## config.mk

```make
export PLATFORM = sky130hd
export DESIGN_NAME = obstacle_scheduler_flat
export DESIGN_NICKNAME = d
export VERILOG_FILES = /design/src/rtl/obstacle_if.sv /design/src/rtl/obstacle_scheduler.sv /design/src/flat_wrapper.sv
export SDC_FILE = /design/constraint.sdc
export NUM_CORES = 1
export LEC_CHECK = 0
export BUFFER_PORTS_ARGS = -buffer_cell sky130_fd_sc_hd__buf_4
export CORE_MARGIN = 2
export CORE_UTILIZATION = 60
export DETAILED_ROUTE_END_ITERATION = 8
export PLACE_DENSITY_LB_ADDON = 0.08
export SETUP_SLACK_MARGIN = 0.05
export SYNTH_ARGS = -nofsm -noshare
export SYNTH_HDL_FRONTEND = slang
export SYNTH_SLANG_ARGS = --single-unit
```

## constraint.sdc

```tcl
create_clock -name CLOCK_50 -period 9.94 [get_ports CLOCK_50]
set_input_delay 0.994 -clock CLOCK_50 [delete_from_list [all_inputs] [get_ports CLOCK_50]]
set_output_delay 0.994 -clock CLOCK_50 [all_outputs]
set_load 0.005 [all_outputs]
```

## src/rtl/obstacle_if.sv

```systemverilog
// Bus between the dodge-game sequencer, the player controller and the sprite mixer.
// Obstacle slot i occupies bits [10i+9:10i] of obs_x and obs_y.
interface obstacle_if #(
    parameter int unsigned NUM_OBS = 4
);
    logic                    frame_tick;
    logic                    start;
    logic [9:0]              player_x;
    logic [9:0]              player_y;
    logic [NUM_OBS*10-1:0]   obs_x;
    logic [NUM_OBS*10-1:0]   obs_y;
    logic [NUM_OBS-1:0]      obs_active;
    logic                    game_over;
    logic [6:0]              score;
    logic [6:0]              max_score;

    modport master (
        output frame_tick, start, player_x, player_y,
        input  obs_x, obs_y, obs_active, game_over, score, max_score
    );

    modport slave (
        input  frame_tick, start, player_x, player_y,
        output obs_x, obs_y, obs_active, game_over, score, max_score
    );
endinterface

```

## src/rtl/obstacle_scheduler.sv

```systemverilog
// Dodge-game sequencer: spawns, advances and retires falling obstacles once per
// frame, detects player collisions and keeps score, max score and difficulty.
module obstacle_scheduler #(
    parameter int unsigned NUM_OBS          = 4,
    parameter int unsigned SCREEN_H         = 480,
    parameter int unsigned OBS_SIZE         = 32,
    parameter int unsigned PLAYER_W         = 32,
    parameter int unsigned PLAYER_H         = 32,
    parameter int unsigned X_RANGE          = 608,
    parameter int unsigned SPAWN_DELAY_INIT = 60,
    parameter int unsigned SPAWN_DELAY_MIN  = 16,
    parameter int unsigned STEP_INIT        = 2,
    parameter logic [9:0]  LFSR_SEED        = 10'h2A5
) (
    input  logic        CLOCK_50,
    input  logic        reset,
    obstacle_if.slave   bus
);

    localparam int unsigned CW = 10;
    localparam int unsigned SW = 7;
    localparam int unsigned IW = (NUM_OBS > 1) ? $clog2(NUM_OBS) : 1;

    localparam logic [2:0] S_IDLE   = 3'd0;
    localparam logic [2:0] S_PLAY   = 3'd1;
    localparam logic [2:0] S_UPDATE = 3'd2;
    localparam logic [2:0] S_SPAWN  = 3'd3;
    localparam logic [2:0] S_OVER   = 3'd4;

    logic [2:0]                  state_q, state_d;
    logic                        start_q;
    logic                        rise_q;
    logic [CW-1:0]               lfsr_q, lfsr_d;
    logic [NUM_OBS-1:0][CW-1:0]  x_q, x_d;
    logic [NUM_OBS-1:0][CW-1:0]  y_q, y_d;
    logic [NUM_OBS-1:0]          act_q, act_d;
    logic [SW-1:0]               score_q, score_d;
    logic [SW-1:0]               max_q, max_d;
    logic [2:0]                  step_q, step_d;
    logic [CW-1:0]               delay_q, delay_d;
    logic [CW-1:0]               timer_q, timer_d;
    logic [IW-1:0]               idx_q, idx_d;
    logic                        go_q, go_d;

    logic [CW-1:0]               cur_x, cur_y;
    logic                        cur_act;
    logic [NUM_OBS-1:0]          upd_oh;
    logic [NUM_OBS-1:0]          free_oh;
    logic                        free_any;
    logic [CW:0]                 y_nx;
    logic                        coll;
    logic                        hit;
    logic                        retire;
    logic [SW-1:0]               score_inc;
    logic [CW-1:0]               spawn_x;

    // Slot currently being advanced and the lowest free slot for spawning.
    always_comb begin
        cur_x    = '0;
        cur_y    = '0;
        cur_act  = 1'b0;
        upd_oh   = '0;
        free_oh  = '0;
        free_any = 1'b0;
        for (int unsigned i = 0; i < NUM_OBS; i++) begin
            if (IW'(i) == idx_q) begin
                upd_oh[i] = 1'b1;
                cur_x     = x_q[i];
                cur_y     = y_q[i];
                cur_act   = act_q[i];
            end
            if (!act_q[i] && !free_any) begin
                free_any   = 1'b1;
                free_oh[i] = 1'b1;
            end
        end
    end

    // Box overlap is evaluated in 12 bits so edge sums never wrap.
    assign y_nx = {1'b0, cur_y} + (CW+1)'(step_q);
    assign coll = (12'(cur_x) < 12'(bus.player_x) + 12'(PLAYER_W)) &&
                  (12'(bus.player_x) < 12'(cur_x) + 12'(OBS_SIZE)) &&
                  (12'(y_nx) < 12'(bus.player_y) + 12'(PLAYER_H)) &&
                  (12'(bus.player_y) < 12'(y_nx) + 12'(OBS_SIZE));
    assign hit       = cur_act && coll;
    assign retire    = cur_act && !coll && (y_nx >= (CW+1)'(SCREEN_H));
    assign score_inc = (score_q == '1) ? score_q : score_q + SW'(1);
    assign spawn_x   = (lfsr_q >= CW'(X_RANGE)) ? lfsr_q - CW'(X_RANGE) : lfsr_q;

    always_comb begin
        state_d = state_q;
        lfsr_d  = {lfsr_q[8:0], lfsr_q[9] ^ lfsr_q[6]};
        x_d     = x_q;
        y_d     = y_q;
        act_d   = act_q;
        score_d = score_q;
        max_d   = max_q;
        step_d  = step_q;
        delay_d = delay_q;
        timer_d = timer_q;
        idx_d   = idx_q;
        go_d    = go_q;

        case (state_q)
            S_IDLE, S_OVER: begin
                if (rise_q) begin
                    state_d = S_PLAY;
                    go_d    = 1'b0;
                    score_d = '0;
                    act_d   = '0;
                    x_d     = '0;
                    y_d     = '0;
                    timer_d = '0;
                    step_d  = 3'(STEP_INIT);
                    delay_d = CW'(SPAWN_DELAY_INIT);
                end
            end
            S_PLAY: begin
                if (bus.frame_tick) begin
                    state_d = S_UPDATE;
                    idx_d   = '0;
                    if (timer_q != '1) begin
                        timer_d = timer_q + CW'(1);
                    end
                end
            end
            S_UPDATE: begin
                for (int unsigned i = 0; i < NUM_OBS; i++) begin
                    if (upd_oh[i] && cur_act) begin
                        if (retire) begin
                            act_d[i] = 1'b0;
                            y_d[i]   = '0;
                        end else begin
                            y_d[i] = y_nx[CW-1:0];
                        end
                    end
                end
                // Difficulty steps up each time the score crosses a multiple of 8.
                if (retire) begin
                    score_d = score_inc;
                    if (score_inc > max_q) begin
                        max_d = score_inc;
                    end
                    if ((score_q != '1) && (score_inc[2:0] == 3'd0)) begin
                        delay_d = (delay_q >= CW'(SPAWN_DELAY_MIN + 4)) ?
                                  delay_q - CW'(4) : CW'(SPAWN_DELAY_MIN);
                        step_d  = (step_q == 3'd7) ? step_q : step_q + 3'd1;
                    end
                end
                if (hit) begin
                    state_d = S_OVER;
                    go_d    = 1'b1;
                end else if (idx_q == IW'(NUM_OBS - 1)) begin
                    state_d = S_SPAWN;
                end else begin
                    idx_d = idx_q + IW'(1);
                end
            end
            S_SPAWN: begin
                if ((timer_q >= delay_q) && free_any) begin
                    for (int unsigned i = 0; i < NUM_OBS; i++) begin
                        if (free_oh[i]) begin
                            act_d[i] = 1'b1;
                            y_d[i]   = '0;
                            x_d[i]   = spawn_x;
                        end
                    end
                    timer_d = '0;
                end
                state_d = S_PLAY;
            end
            default: state_d = S_IDLE;
        endcase
    end

    always_ff @(posedge CLOCK_50 or posedge reset) begin
        if (reset) begin
            state_q <= S_IDLE;
            start_q <= 1'b0;
            rise_q  <= 1'b0;
            lfsr_q  <= LFSR_SEED;
            x_q     <= '0;
            y_q     <= '0;
            act_q   <= '0;
            score_q <= '0;
            max_q   <= '0;
            step_q  <= 3'(STEP_INIT);
            delay_q <= CW'(SPAWN_DELAY_INIT);
            timer_q <= '0;
            idx_q   <= '0;
            go_q    <= 1'b1;
        end else begin
            state_q <= state_d;
            start_q <= bus.start;
            rise_q  <= bus.start & ~start_q;
            lfsr_q  <= lfsr_d;
            x_q     <= x_d;
            y_q     <= y_d;
            act_q   <= act_d;
            score_q <= score_d;
            max_q   <= max_d;
            step_q  <= step_d;
            delay_q <= delay_d;
            timer_q <= timer_d;
            idx_q   <= idx_d;
            go_q    <= go_d;
        end
    end

    assign bus.obs_x      = x_q;
    assign bus.obs_y      = y_q;
    assign bus.obs_active = act_q;
    assign bus.game_over  = go_q;
    assign bus.score      = score_q;
    assign bus.max_score  = max_q;

endmodule

```

## src/flat_wrapper.sv

```systemverilog
// flat-port wrapper written by rule: the top's interface ports become plain ports
module obstacle_scheduler_flat 
#(
    parameter int unsigned NUM_OBS          = 4,
    parameter int unsigned SCREEN_H         = 480,
    parameter int unsigned OBS_SIZE         = 32,
    parameter int unsigned PLAYER_W         = 32,
    parameter int unsigned PLAYER_H         = 32,
    parameter int unsigned X_RANGE          = 608,
    parameter int unsigned SPAWN_DELAY_INIT = 60,
    parameter int unsigned SPAWN_DELAY_MIN  = 16,
    parameter int unsigned STEP_INIT        = 2,
    parameter logic [9:0]  LFSR_SEED        = 10'h2A5
)
  (CLOCK_50, reset, bus_frame_tick, bus_start, bus_player_x, bus_player_y, bus_obs_x, bus_obs_y, bus_obs_active, bus_game_over, bus_score, bus_max_score);
  obstacle_if #(.NUM_OBS(NUM_OBS)) bus_i ();
  input  logic CLOCK_50;
  input  logic reset;
  input wire logic [$bits(bus_i.frame_tick)-1:0] bus_frame_tick;
  input wire logic [$bits(bus_i.start)-1:0] bus_start;
  input wire logic [$bits(bus_i.player_x)-1:0] bus_player_x;
  input wire logic [$bits(bus_i.player_y)-1:0] bus_player_y;
  output wire logic [$bits(bus_i.obs_x)-1:0] bus_obs_x;
  output wire logic [$bits(bus_i.obs_y)-1:0] bus_obs_y;
  output wire logic [$bits(bus_i.obs_active)-1:0] bus_obs_active;
  output wire logic [$bits(bus_i.game_over)-1:0] bus_game_over;
  output wire logic [$bits(bus_i.score)-1:0] bus_score;
  output wire logic [$bits(bus_i.max_score)-1:0] bus_max_score;
  assign bus_i.frame_tick = bus_frame_tick;
  assign bus_i.start = bus_start;
  assign bus_i.player_x = bus_player_x;
  assign bus_i.player_y = bus_player_y;
  assign bus_obs_x = bus_i.obs_x;
  assign bus_obs_y = bus_i.obs_y;
  assign bus_obs_active = bus_i.obs_active;
  assign bus_game_over = bus_i.game_over;
  assign bus_score = bus_i.score;
  assign bus_max_score = bus_i.max_score;
  obstacle_scheduler #(.NUM_OBS(NUM_OBS), .SCREEN_H(SCREEN_H), .OBS_SIZE(OBS_SIZE), .PLAYER_W(PLAYER_W), .PLAYER_H(PLAYER_H), .X_RANGE(X_RANGE), .SPAWN_DELAY_INIT(SPAWN_DELAY_INIT), .SPAWN_DELAY_MIN(SPAWN_DELAY_MIN), .STEP_INIT(STEP_INIT), .LFSR_SEED(LFSR_SEED)) u_core (.CLOCK_50(CLOCK_50), .reset(reset), .bus(bus_i));
endmodule
```

Word-level counts from Yosys, hierarchy flattened
Cells that the tools add are included.

operators by class
  reductions and logical operators = 50
  order comparisons = 9
  $add $sub $neg = 11
  muxes and demuxes = 84
  equal/unequal tests = 31
  bitwise logic cells = 3

operator list
  cell                                                                count
  2-to-1 mux 10 bit                                                   30
  2-to-1 mux 40 bit                                                   3
  one-hot mux 40 bit (3 select lines)                                 1
  one-hot mux 40 bit (2 select lines)                                 1
  < comparator 10 x 12 -> 1 bit                                       3
  AND reduction 5 bit                                                 7
  adder 10 x 6 -> 11 bit, second input constant                       3
  one-hot mux 10 bit (3 select lines)                                 1
  != test 2 x 1 -> 1 bit, second input constant                       13
  2-to-1 mux 1 bit                                                    25
  2-to-1 mux 3 bit                                                    8
  AND reduction 4 bit                                                 6
  2-to-1 mux 7 bit                                                    3
  one-hot mux 10 bit (2 select lines)                                 1
  AND reduction 6 bit                                                 3
  logical AND 1 bit                                                   15
  one-hot mux 7 bit (2 select lines)                                  1
  adder 11 x 6 -> 12 bit, second input constant                       1
  < comparator 11 x 12 -> 1 bit                                       1
  one-hot mux 3 bit (4 select lines)                                  1
  one-hot mux 4 bit (3 select lines)                                  1
  AND reduction 3 bit                                                 4
  adder 10 x 3 -> 11 bit                                              1
  greater-or-equal comparator 11 x 9 -> 1 bit, second input constant  1
  35 further kinds                                                    54

storage, ports and cells
  input port bits = 24
  register bits after elaboration = 139
  logic and storage cells = 211

Logic depth before layout (Yosys ltp)
Gate-level depths: netlist of run 1.

  word-level depth = 16
  gate-level depth with buffers = 33

Worst setup path after synthesis of run 1
No wires, ideal clock.

  path kind = register -> register
  start = register u_core.idx_q[1]
  end = register u_core.max_q[3] (netlist: u_core.bus.max_score[3])
  clock period less this slack = 6,391 ps
  arrival time = 6,266 ps
  path buffers = 6
  slack = 3,549 ps
  setup time = 125 ps
  stages on the path, launching flop included = 33
  data required time = 9,815 ps
  path through = dfrtp_1 inv_1 ha_1 buf_6 buf_2 clkbuf_1 buf_1 buf_1 a21oi_1 nor2_1 a21oi_1 o21ai_0 ha_1 inv_1 fa_1 inv_1 a21oi_1 nor3_1 nand3_1 xnor2_1 ha_1 or3b_2 o21ai_0 xor2_1 ha_1 nand2_1 a21oi_1 o21bai_1 o2111ai_2 nand4_4 or3_1 buf_6 mux2_4

on the way
  word-level cells in the longest chain between the ends = 14
  elaborated cells between the ends (all ways) = 31
  those cells by class = 3 x add/sub; 5 x order compare; 3 x eq/ne; 12 x mux; 8 x reduce/logical

ends and longest elaborated chain
  item                                                             RTL line                   source
  start: declaration                                               obstacle_scheduler.sv:42   logic [IW-1:0] idx_q, idx_d;
  start signal: assignment                                         obstacle_scheduler.sv:205  idx_q <= idx_d;
  branches (longest 12 deep; another with adder 11 x 6 -> 12 bit)  n/a
  logical AND 1 bit *                                              obstacle_scheduler.sv:86   assign retire = cur_act && !coll && (y_nx >= (CW+1)'(SCREEN_H));
  AND reduction 3 bit (no line) *                                  n/a
  end signal: assignment                                           obstacle_scheduler.sv:201  max_q <= max_d;
  end: declaration                                                 obstacle_scheduler.sv:38   logic [SW-1:0] max_q, max_d;

Mark *: on every way between the ends.
A chain may end at the register's enable or synchronous reset.

Worst setup path in the final report of run 1
  start = register u_core.idx_q[0]
  end = register u_core.y_q (netlist bit u_core.bus.obs_y[11])

on the way
  word-level cells in the longest chain between the ends = 16
  elaborated cells between the ends (all ways) = 37
  those cells by class = 3 x add/sub; 5 x order compare; 4 x eq/ne; 16 x mux; 9 x reduce/logical

ends and longest elaborated chain
  item                                                             RTL line                   source
  branches (longest 16 deep; another with adder 11 x 6 -> 12 bit)  n/a
  end signal: assignment                                           obstacle_scheduler.sv:198  y_q <= y_d;
  end: declaration                                                 obstacle_scheduler.sv:35   logic [NUM_OBS-1:0][CW-1:0] y_q, y_d;

Several ways; the timed one is not identified. The select of a mux whose other input is x is not followed.

==> results of run 1 <==
[kinds of logic after synthesis]
group           Yosys count
fa+ha+maj                69
simple gates            333
flops                   137
xor+xnor                 30
buf+inv                  97
mux                      38
compound gates          248
[cell usage after synthesis, types with 6 or more instances]
library cell and count:
a211oi_1 6, nand3_1 19, xor2_1 15, nand3b_1 10, o21a_1 10, nand4_1 18
a21o_1 12, mux2_2 21, dfstp_2 11, nand2b_1 15, dfrtp_1 126, ha_1 68
xnor2_1 15, and3_1 6, a21oi_1 61, clkbuf_1 28, a22o_1 8, o21ai_0 107
nor3_1 9, nor2_1 56, nor2b_1 10, mux2i_1 15, nand2_1 152, inv_1 55
[area by class of cell]
type | count | area share, %
Multi-Input combinational cell | 718 | 46.27
Timing Repair Buffer | 130 | 9.623
Clock buffer | 17 | 4.194
Tap cell | 180 | 2.221
Sequential cell | 137 | 33.94
Clock inverter | 15 | 1.665
Inverter | 55 | 2.085
[where the power goes]
| group | internal (W) | total (W) | leakage, nW | switching, W |
|---|---|---|---|---|
| clock network | 0.000339 | 0.000630 | 0.293 | 0.000290 |
| logic | 0.000388 | 0.00108 | 2.81 | 0.000691 |
| registers | 0.000649 | 0.000750 | 1.83 | 0.000101 |
| total | 0.00138 | 0.00246 | 4.93 | 0.00108 |
[how the worst max path moves through the flow]
stage | to | slack [ns] | depth (start not counted)
floorplan | u_core.bus.max_score[3]$_DFFE_PP0P_ | 3.55 | 32
global placement | u_core.bus.max_score[6]$_DFFE_PP0P_ | 3.37 | 28
detailed placement | u_core.bus.max_score[3]$_DFFE_PP0P_ | 3.04 | 28
CTS | u_core.bus.max_score[3]$_DFFE_PP0P_ | 2.97 | 28
global route | u_core.delay_q[7]$_DFFE_PP0P_ | 2.34 | 28
finish | u_core.bus.obs_y[11]$_DFFE_PP0P_ | 2.91 | 27
[routing by layer]
metal,vias up,wire (µm)
li1,3571,-
met5,-,0
met2,290,10020
met3,36,1590
met1,3619,10320
met4,0,401
[metrics by stage]
step                cells  hold slack (ns)  area (µm²)  utilization [%]  worst slack [ns]
detailed placement   1220           0.3661        9548            68.78             3.041
global placement     1220           0.3657        9548            68.78             3.366
floorplan             952           0.3535        8538                -             3.549
global route         1252           0.3976       10140            73.07             2.340
finish               1252           0.3831       10140            73.07             2.909
CTS                  1252           0.3846       10140            73.07             2.970
[registers in the layout, summed over array words and instances, names as in the netlist]
signal                 cells
u_core.bus.game_over       1
u_core.bus.obs_x          40
u_core.bus.obs_active      4
u_core.delay_q             8
u_core.bus.obs_y          40
u_core.idx_q               2
u_core.bus.max_score       7
u_core.step_q              3
u_core.timer_q            10
u_core.rise_q              1
u_core.lfsr_q             10
u_core.state_q             3
u_core.bus.score           7
u_core.start_q             1
[worst register-to-register path, stage by stage, from the launching register on]
cell	delay, ns
dfrtp_1	0.42
inv_1	0.10
ha_1	0.75
nand2_1	0.16
nor2_1	0.13
a21oi_1	0.05
nor2_1	0.10
a21oi_1	0.04
o21ai_0	0.15
ha_1	0.19
inv_1	0.05
fa_1	0.39
inv_1	0.07
a21oi_1	0.14
nor3_1	0.44
nand3_1	0.16
xnor2_1	0.30
ha_1	0.25
or3b_2	0.46
o21ai_0	0.12
xor2_1	0.17
ha_1	0.26
a21o_1	0.17
o21bai_1	0.17
o2111ai_2	0.25
a31oi_2	0.94
nand2_1	0.25
o21ai_0	0.23
==> flow_summary.ini, run 1 <==
[clock_network]
cts_buffer_depth = 2
htree_levels = 4
cts_sinks = 137
path_clk_slew_ns = 0.07
tritoncts = built
clk-insertion-delay-late_ns = 0.43
ctsRootBufferMaster = clkbuf_16
post-cts-setup-buffers = 0
numCtsBuffers = 17
ctsHoldBuffers = 0
cts_resized = 0

[worst_setup_path]
crit_type = register to register
cp.arrival_ns = 7.36
critical-path-slowest-cell = a31oi_2
timing.critical_path.fanout_max = 23
startpoint_type = register
cp.required_ns = 10.26
reg2reg_from = u_core.idx_q[0]$_DFFE_PP0P_
r2r_end = u_core.bus.obs_y[11]$_DFFE_PP0P_
cp-end-kind = register
path_buf_inv = 3
r2r_slack_ns = 2.91
cpPeakStageDelay_ns = 0.94
r2r_cells = 27
cp_top_family = compound AO/OA/AOI/OAI gates
cp_common_cell = ha_1
crit_start = u_core.idx_q[0]$_DFFE_PP0P_

[placement]
io_buffers = 122
hpwl_mm = 16.27
gp_congestion = 0.9108

[synthesis]
async_flop_share_pct = 100.0
synth-simple-area-share_pct = 19.04
synth-xor-area-share_pct = 3.077
synth_area_leader_cell = dfrtp_1
synthFlopType = dfrtp_1
syn_area_um2 = 8538
synthCells = 952
synth_compound_area_share_pct = 17.75
synth.area.mux_share_pct = 4.880
synth_edf_count = 0
synth_top_family_by_area = simple AND/OR/NAND/NOR gates
ys_seq_area_share_pct = 40.31
synth.avg_cell_area_um2 = 8.969
synth_fa_ha_area_share_pct = 10.20
synth_warnings = 0
ys_ff_latch = 137
ys_top_cells_by_area = dfrtp_1, ha_1, nand2_1, o21ai_0, a21oi_1
syn_nets = 1045
synth_cell_types = 75
synth_top_cell_area_share_pct = 36.93

[global_routing]
grt_pass1_wl_mm = 35.45
grt.overflow.total = 0
track_usage_pct = 30.23
antenna_found_initial = 0
top_usage_layer = met2
grt_max_degree = 87
grt_pass1_vias = 7037
grt.met3_usage_pct = 5.443
use_met1_pct = 44.24
use_met2_pct = 45.78

[layout]
multiInputGateArea_um2 = 4693
drive_above_1_share_pct = 20.15
final_common_cell = nand2_1
final_cell_mix = nand2_1, buf_4, dfrtp_1, o21ai_0, ha_1
regArea_um2 = 3442
n_antenna_cell = 0
fillerInstances = 1070
syn_to_final_growth_pct = 18.79
fin_nets = 1152

[power]
power.density_nw_per_um2 = 242.4
total_power_w = 0.002458
ir_drop_v = 0.0001458
p_leak_nw = 4.932

[min_path]
min_path_cells = 0
holdPathEnd = u_core.lfsr_q[4]$_DFF_PP0_
hold_path.class = register to register
worstHoldStart = u_core.lfsr_q[3]$_DFF_PP0_

[drt]
num_vias = 7516
ant_nets = 0
wl_per_cell_um = 17.83
drc = 0
wl_mm = 22.33
drtPass1Iterations = 6
viasPerCell = 6.003
drt_iter0_markers = 596

[timing]
final_max_slew_viol_count = 0
tns_ns = 0
clock_skew_ns = 0.01285
fin_crit_sh_pct = 70.74
relSlewSlack_pct = 19.38
rsz0062_at_grt = no
tightestPinTransition_ns = 1.201
layout_min_cycle_time_ns = 7.031
max_freq_mhz = 142.2
setup_violations = 0
hold_viol_final = 0

[floorplan]
ioPinCount = 123
die_width_um = 123.3
core_area_um2 = 13880
start_util_pct = 61.51
row_count = 43
die_height_um = 123.3
die-area_um2 = 15200

[run_status]
status = finished clean

[run]
drv_cap = 0
Note: power is estimated with default switching activity, not from simulation.
==> run 2: changes to the inputs <==
--- a/config.mk
+++ b/config.mk
@@ -7,7 +7,7 @@
 export LEC_CHECK = 0
 export BUFFER_PORTS_ARGS = -buffer_cell sky130_fd_sc_hd__buf_4
 export CORE_MARGIN = 2
-export CORE_UTILIZATION = 60
+export CORE_UTILIZATION = 58
 export DETAILED_ROUTE_END_ITERATION = 8
 export PLACE_DENSITY_LB_ADDON = 0.08
 export SETUP_SLACK_MARGIN = 0.05
==> constraint.sdc (replaced) <==
create_clock -name CLOCK_50 -period 6.93 [get_ports CLOCK_50]
set_input_delay 0.693 -clock CLOCK_50 [delete_from_list [all_inputs] [get_ports CLOCK_50]]
set_output_delay 0.693 -clock CLOCK_50 [all_outputs]
set_load 0.005 [all_outputs]
==> run 2 against run 1 <==
Net effect:
- design area grew 0.79%
- sequential share of layout area shrank 0.27 points
- critical endpoint is now u_core.bus.max_score[3]$_DFFE_PP0P_
- worst hold slack lost 0.036 ns
- sequential power grew 44%
- combinational power grew 41%
- clock-buffer cell count grew 1
- clock skew shrank 0.0034 ns
- largest cell class unchanged
- global-route usage shrank 2.2 points
- worst setup slack lost 2.3 ns
- first-iteration DRC count shrank 23%
- final cell count grew 0.64%
- die area grew 3.3%
==> flow_summary.ini, run 2 (same netlist as run 1, synthesis figures left out) <==
[layout]
multiInputGateArea_um2 = 4701
n_antenna_cell = 0
layout.cells.non_filler = 1260
final_common_cell = nand2_1
drive_above_1_share_pct = 20.63
syn_to_final_growth_pct = 19.72
final_area_um2 = 10220
finish.utilization_pct = 70.60
fin_nets = 1156
final_cell_mix = nand2_1, buf_4, dfrtp_1, o21ai_0, ha_1
fillerInstances = 1143
regArea_um2 = 3442

[timing]
final_max_slew_viol_count = 0
rsz0062_at_grt = no
hold_viol_final = 0
tightestPinTransition_ns = 0.8841
fin_crit_sh_pct = 91.63
clock_skew_ns = 0.009419
relSlewSlack_pct = 41.06
tns_ns = 0
setup_violations = 0
max_freq_mhz = 157.5
layout_min_cycle_time_ns = 6.350

[worst_setup_path]
reg2reg_from = u_core.idx_q[0]$_DFFE_PP0P_
cp.arrival_ns = 6.67
critical-path-slowest-cell = or3_4
crit_start = u_core.idx_q[0]$_DFFE_PP0P_
cp.required_ns = 7.25
startpoint_type = register
crit_type = register to register
cpPeakStageDelay_ns = 0.58
r2r_cells = 28
r2r_slack_ns = 0.58
r2r_end = u_core.bus.max_score[3]$_DFFE_PP0P_
cp_common_cell = a21oi_1
cp-end-kind = register
timing.critical_path.fanout_max = 15

[placement]
placed_cell_area_um2 = 9583
hpwl_mm = 15.97
io_buffers = 122
gp_congestion = 0.9620
dp_cells = 1228

[clock_network]
clk-insertion-delay-late_ns = 0.43
path_clk_slew_ns = 0.06
htree_levels = 4
cts_sinks = 137
ctsHoldBuffers = 0
tritoncts = built
numCtsBuffers = 17
ctsRootBufferMaster = clkbuf_16
cts_buffer_depth = 2

[global_routing]
grt_max_degree = 71
track_usage_pct = 28.08
grt_pass1_wl_mm = 35.47
grt_pass1_vias = 6928
antenna_found_initial = 0
grt.overflow.total = 0

[power]
total_power_w = 0.003580
power.density_nw_per_um2 = 350.2
ir_drop_v = 0.0002383
p_leak_nw = 4.966

[drt]
num_vias = 7334
wl_mm = 21.55
viasPerCell = 5.821
drt_iter0_markers = 457
drtPass1Iterations = 5
ant_nets = 0
wl_per_cell_um = 17.10
drc = 0

[floorplan]
die-area_um2 = 15710
die_height_um = 125.3
ioPinCount = 123
row_count = 44
die_width_um = 125.3
core_area_um2 = 14480
start_util_pct = 58.97

[run_status]
status = finished clean

[run]
drv_cap = 0

[min_path]
hold_path.class = primary input to async pin
run 2: cell types whose count changed in the layout (fill, tap and decap cells not counted), moves of 2 or more:
cell	delta
inv_8	-5
buf_4	+4
bufinv_16	+4
clkinv_2	+4
clkinv_8	-3
clkinvlp_4	+2
inv_6	-2
run 2: worst max path at each step:
stage                                                      to  slack [ns]
after detailed placement  u_core.bus.max_score[3]$_DFFE_PP0P_        0.38
after global routing         u_core.bus.obs_y[13]$_DFFE_PP0P_        0.08
final                     u_core.bus.max_score[3]$_DFFE_PP0P_        0.58
after global placement    u_core.bus.max_score[6]$_DFFE_PP0P_        0.57
after CTS                 u_core.bus.max_score[6]$_DFFE_PP0P_        0.36
after floorplan           u_core.bus.max_score[3]$_DFFE_PP0P_        0.54
run 2: critical path, delay by kind of cell (launching register included):
kind | cells | cell delay, ns
AND/OR/NAND/NOR | 9 | 2.33
adder cells (fa/ha/maj) | 5 | 1.46
multiplexers | 1 | 0.32
AO/OA/AOI/OAI | 8 | 1.13
buffers and inverters | 3 | 0.23
flip-flops | 1 | 0.43
XOR/XNOR | 2 | 0.35
run 2: power breakdown:
group	switching [W]	internal [W]	total (W)
clock	0.000361	0.000614	0.000975
combinational	0.000954	0.000570	0.00152
sequential	0.000150	0.000931	0.00108
run 2: cell type report:
class                      instances  area share, %
inverter                          55          2.069
clock buffer                      18          4.296
sequential                       137          33.67
timing repair buffer             134          9.841
tap                              184          2.252
clock inverter                    14          1.885
multi-input combinational        718          45.99
run 2: layer usage:
layer / track usage (%) / vias up / part of all wire, %
li1: - / 3565 / -
met5: 0 / - / 0
met2: 43.61 / 235 / 47
met4: 7.516 / 0 / 1.1
met3: 4.621 / 24 / 6.2
met1: 41.30 / 3510 / 46
run 2: metrics by stage:
stage          setup WS (ns)  hold WS [ns]
6_report              0.5797        0.3469
2_1_floorplan         0.5388        0.3535
3_5_place_dp          0.3798        0.3669
4_1_cts               0.3604        0.3590
3_3_place_gp          0.5667        0.3590
5_1_grt              0.08489        0.3610
run 2: timing repair:
| item | CTS | global route |
|---|---|---|
| endpoints found under the setup margin | 0 | 34 |
| gates resized for setup | 0 | 2 |
| setup buffers | 0 | 0 |
